==> src/rtl/instruction_fetch_stage_if.sv <==
// Fetch stage bus: redirect/stall controls, instruction memory
// port and the IF/ID register outputs.
interface instruction_fetch_stage_if #(
  parameter int ADDR_W = 32,
  parameter int DATA_W = 32
);
  logic              freeze;
  logic              branch_taken;
  logic [ADDR_W-1:0] branch_addr;
  logic [ADDR_W-1:0] imem_addr;
  logic [DATA_W-1:0] imem_instr;
  logic [ADDR_W-1:0] if_pc;
  logic [DATA_W-1:0] if_instr;
  logic              if_valid;
  logic [31:0]       fetch_count;

  modport master (
    output freeze,
    output branch_taken,
    output branch_addr,
    output imem_instr,
    input  imem_addr,
    input  if_pc,
    input  if_instr,
    input  if_valid,
    input  fetch_count
  );

  modport slave (
    input  freeze,
    input  branch_taken,
    input  branch_addr,
    input  imem_instr,
    output imem_addr,
    output if_pc,
    output if_instr,
    output if_valid,
    output fetch_count
  );
endinterface

==> src/rtl/instruction_fetch_stage.sv <==
// Instruction fetch: owns the word-addressed PC, fetches from
// a combinational imem and fills the IF/ID register.
module instruction_fetch_stage #(
  parameter int              ADDR_W    = 32,
  parameter int              DATA_W    = 32,
  parameter logic [ADDR_W-1:0] RESET_PC  = '0,
  parameter logic [DATA_W-1:0] NOP_INSTR = '0
) (
  input logic clk,
  input logic rst,
  instruction_fetch_stage_if.slave bus
);

  typedef enum logic {
    EMPTY = 1'b0,
    FULL  = 1'b1
  } state_t;

  typedef struct packed {
    logic [ADDR_W-1:0] pc;
    logic [DATA_W-1:0] instr;
  } if_id_t;

  state_t            state;
  if_id_t            if_id;
  logic [ADDR_W-1:0] pc;
  logic [ADDR_W-1:0] pc_inc;
  logic [31:0]       count;

  assign pc_inc = pc + ADDR_W'(1);

  // PC, IF/ID register, valid FSM and fetch counter; branch beats freeze
  always_ff @(posedge clk or posedge rst) begin
    if (rst) begin
      pc       <= RESET_PC;
      if_id.pc <= '0;
      if_id.instr <= NOP_INSTR;
      state    <= EMPTY;
      count    <= '0;
    end else begin
      priority case (1'b1)
        bus.branch_taken: begin
          pc          <= bus.branch_addr;
          if_id.pc    <= '0;
          if_id.instr <= NOP_INSTR;
          state       <= EMPTY;
        end
        bus.freeze: begin
          pc    <= pc;
          state <= state;
        end
        default: begin
          pc          <= pc_inc;
          if_id.pc    <= pc_inc;
          if_id.instr <= bus.imem_instr;
          state       <= FULL;
          count       <= count + 32'd1;
        end
      endcase
    end
  end

  assign bus.imem_addr   = pc;
  assign bus.if_pc       = if_id.pc;
  assign bus.if_instr    = if_id.instr;
  assign bus.if_valid    = (state == FULL);
  assign bus.fetch_count = count;

endmodule

==> src/flat_wrapper.sv <==
// flat-port wrapper written by rule: the top's interface ports become plain ports
module instruction_fetch_stage_flat 
#(
  parameter int              ADDR_W    = 32,
  parameter int              DATA_W    = 32,
  parameter logic [ADDR_W-1:0] RESET_PC  = '0,
  parameter logic [DATA_W-1:0] NOP_INSTR = '0
)
  (clk, rst, bus_freeze, bus_branch_taken, bus_branch_addr, bus_imem_instr, bus_imem_addr, bus_if_pc, bus_if_instr, bus_if_valid, bus_fetch_count);
  instruction_fetch_stage_if #(.ADDR_W(ADDR_W), .DATA_W(DATA_W)) bus_i ();
  input logic clk;
  input logic rst;
  input wire logic [$bits(bus_i.freeze)-1:0] bus_freeze;
  input wire logic [$bits(bus_i.branch_taken)-1:0] bus_branch_taken;
  input wire logic [$bits(bus_i.branch_addr)-1:0] bus_branch_addr;
  input wire logic [$bits(bus_i.imem_instr)-1:0] bus_imem_instr;
  output wire logic [$bits(bus_i.imem_addr)-1:0] bus_imem_addr;
  output wire logic [$bits(bus_i.if_pc)-1:0] bus_if_pc;
  output wire logic [$bits(bus_i.if_instr)-1:0] bus_if_instr;
  output wire logic [$bits(bus_i.if_valid)-1:0] bus_if_valid;
  output wire logic [$bits(bus_i.fetch_count)-1:0] bus_fetch_count;
  assign bus_i.freeze = bus_freeze;
  assign bus_i.branch_taken = bus_branch_taken;
  assign bus_i.branch_addr = bus_branch_addr;
  assign bus_i.imem_instr = bus_imem_instr;
  assign bus_imem_addr = bus_i.imem_addr;
  assign bus_if_pc = bus_i.if_pc;
  assign bus_if_instr = bus_i.if_instr;
  assign bus_if_valid = bus_i.if_valid;
  assign bus_fetch_count = bus_i.fetch_count;
  instruction_fetch_stage #(.ADDR_W(ADDR_W), .DATA_W(DATA_W), .RESET_PC(RESET_PC), .NOP_INSTR(NOP_INSTR)) u_core (.clk(clk), .rst(rst), .bus(bus_i));
endmodule
==> config.mk <==
export PLATFORM = sky130hd
export DESIGN_NAME = instruction_fetch_stage_flat
export DESIGN_NICKNAME = d
export VERILOG_FILES = /design/src/rtl/instruction_fetch_stage_if.sv /design/src/rtl/instruction_fetch_stage.sv /design/src/flat_wrapper.sv
export SDC_FILE = /design/constraint.sdc
export NUM_CORES = 1
export LEC_CHECK = 0
export CAP_MARGIN = 20
export CELL_PAD_IN_SITES_DETAIL_PLACEMENT = 0
export CELL_PAD_IN_SITES_GLOBAL_PLACEMENT = 1
export CORE_MARGIN = 10
export CORE_UTILIZATION = 37
export CTS_BUF_LIST = sky130_fd_sc_hd__clkbuf_8
export DETAILED_ROUTE_END_ITERATION = 8
export GPL_ROUTABILITY_DRIVEN = 0
export GPL_TIMING_DRIVEN = 0
export PLACE_DENSITY_LB_ADDON = 0.1
export SLEW_MARGIN = 20
export SYNTH_ARGS = -nofsm -noshare
export SYNTH_HDL_FRONTEND = slang
export SYNTH_SLANG_ARGS = --single-unit
==> constraint.sdc <==
create_clock -name clk -period 5.2 [get_ports clk]
set_clock_uncertainty 0.1 [all_clocks]
set_input_delay 1.3 -clock clk [delete_from_list [all_inputs] [get_ports clk]]
set_output_delay 1.3 -clock clk [all_outputs]
set_load 0.005 [all_outputs]
==> metrics.cfg <==
[finish]
drive_gt1_frac = 0.0680
post-route-util = 0.533
final_common_cell = clkdlybuf4s50_1
synthToLayoutAreaGrowth_pct = 41.7
final_cell_mix = clkdlybuf4s50_1 (194), dfrtp_1 (129), nor2_1 (86), nand2_1 (41), xnor2_1 (39)
finalInstanceArea_mm2 = 0.00915
diodes = 0
final_net_count = 939
final_cells = 1107

[synth]
synth_top_flop_cell = dfrtp_1
synthAdderAreaFrac = 0.00387
synthMuxAreaShare = 0.0513
synthCells = 655
synth_cell_types = 49
syn_avg_cell_area_um2 = 9.86
synth-simple-area-share = 0.225
synth_compound_area_frac = 0.109
synth_top_family_by_area = simple AND/OR/NAND/NOR gates
synth_area_leaders = dfrtp_1 (50%), xnor2_1 (5.3%), nor2_1 (5.0%)
syn_nets = 725
syn_area_mm2 = 0.00646
synth.largest_area_cell = dfrtp_1
synth_seq_cells = 129
synth_enable_flop_cells = 0
synth-xor-area-share = 0.0732
synth-seq-area-share = 0.500
synth.top_cell.area_share = 0.500
async_flop_share = 1.00
yosysWarnings = 0

[sta]
rsz0062_at_grt = false
hold_viol = 0
tightest_slew_ns = 1.09
max_freq_mhz = 309
final_max_slew_viol_count = 0
fin_crit_ns = 3.24
min_period_over_period = 0.623
setup_slack_ns = 1.96
max-slew-margin-rel = 0.264
setup_viol = 0

[floorplanning]
row_count = 48
design.portCount = 197
die_w_um = 152
core_mm2 = 0.0172
fp.dieH_um = 152
die-area_mm2 = 0.0231
initial_utilization = 0.376

[route]
ant_nets = 0
via_per_inst = 5.38
remaining_drc_errors = 0
num_vias = 5952
wl_per_cell_um = 19.9
drtIter0Drc = 360
wl_mm = 22.1
firstDrtPassIters = 6

[global_route]
antenna_found_initial = 0
grt_max_degree = 86
grt_pass1_vias = 6238
track_usage = 0.188
overflow = 0
grt_pass1_wl_mm = 35.6

[worst_setup_path]
crit_path_max_fanout = 10
critical_path.startpoint_type = input port
critPathArrivalTime_ns = 3.52
crit_required_ns = 5.48
crit_type = in -> reg
endpoint_kind = flop

[clocking]
path_clk_slew_ns = 0.08
h-tree-depth = 4
cts_buffer_depth = 2
clk_latency_ns = 0.45
cts_buffers = 17
cts_setup_buffers = 0
cts_resized = 0
root_buffer = clkbuf_8
clock-sinks = 129
cts_tree = done
hold_buffers = 0

[placed_design]
hpwl_mm = 16.5
dp.cells = 1075
io_buffers = 194
dpl_worst_slack_ns = 1.50
dpl-instance-area_mm2 = 0.00872

[power_and_ir_drop]
clock_power_share = 0.360
switching_power_uw = 730
pwr-share-seq = 0.448
p_comb_frac = 0.191
sw_frac_of_total = 0.280
finalPower_uw = 2610
irDropWorstVdd_mv = 0.204
intPower_uw = 1880
leakage_uw = 0.00365
power_density_mw_per_mm2 = 285

[status]
status = complete, no violations

[run]
cap_violations = 0

[hold_path]
min_path_type = reg -> reg

## area by class of cell
cell class	instances	area [um2]
multi-input cells	466	3000
clock inverters	15	193
fillers	1568	8030
flip-flops and latches	129	3230
repair buffers	195	1970
inverters	9	41.3
plain buffers	51	206
clock buffers	17	234
well taps	225	282
## logic make-up after synthesis
family / after synthesis
XOR/XNOR: 54
adder cells (fa/ha/maj): 2
flip-flops: 129
AND/OR/NAND/NOR: 273
multiplexers: 33
AO/OA/AOI/OAI: 104
buffers and inverters: 60
## flip-flops by register name, summed over array words and instances (netlist names)
signal	flops
u_core.bus.if_instr	32
u_core.bus.if_valid	1
u_core.bus.if_pc	32
u_core.bus.fetch_count	32
u_core.bus.imem_addr	32
## critical path: stages
cell,delay (ns)
clkbuf_1,0.28
and4b_1,0.34
clkbuf_1,0.37
nand4_1,0.40
or4b_2,0.74
nand3_1,0.08
## path summary, 6_finish.rpt
check	startpoint	end	slack (ns)	depth (start not counted)
max	bus_freeze	u_core.bus.imem_addr[30]$_DFFE_PP0P_	1.96	6
min	u_core.bus.fetch_count[31]$_DFFE_PP0P_	u_core.bus.fetch_count[31]$_DFFE_PP0P_	0.38	1
max reg2reg	u_core.bus.imem_addr[4]$_DFFE_PP0P_	u_core.bus.if_pc[11]$_DFFE_PP0P_	2.37	5
min reg2reg	u_core.bus.fetch_count[31]$_DFFE_PP0P_	u_core.bus.fetch_count[31]$_DFFE_PP0P_	0.38	1
max in group asynchronous	rst	u_core.bus.imem_addr[8]$_DFFE_PP0P_	3.13	3
min in group asynchronous	rst	u_core.bus.fetch_count[31]$_DFFE_PP0P_	1.14	2
## cells in the mapped netlist, drive strengths merged, types with 3 or more instances
cell type	number
o211ai	3
dfrtp	129
nor2b	4
o21ai	25
and2	3
buf	16
and3	10
nor3	5
mux2i	32
a311oi	16
nand4	23
inv	8
a31oi	16
a21oi	7
or4	28
xor2	15
or3	11
nor2	86
nor4	6
o31ai	21
or4b	3
xnor2	39
and4	10
clkbuf	35
nand3	36
nand2	41
a211oi	9
## power groups by stage
stage,clock network [uW],registers (uW),logic [uW]
global route,1010,1180,554
global placement,0,1180,494
detailed placement,0,1190,505
floorplan,0,1170,208
CTS,960,1170,508
finish,939,1170,499
## through the flow
step           hold slack, ns  TNS [ns]
2_1_floorplan           0.368         0
3_3_place_gp            0.362   -201.59
3_5_place_dp            0.375         0
4_1_cts                 0.393         0
5_1_grt                 0.405         0
6_report                0.385         0
## routing by layer
metal,track usage,part of all wire,routed length (um)
met1,0.237,0.44,9670
met2,0.295,0.47,10300
met3,0.0686,0.083,1830
met4,0.0587,0.014,303
met5,0,0,0
No activity file was read; power rests on OpenSTA's default activity.
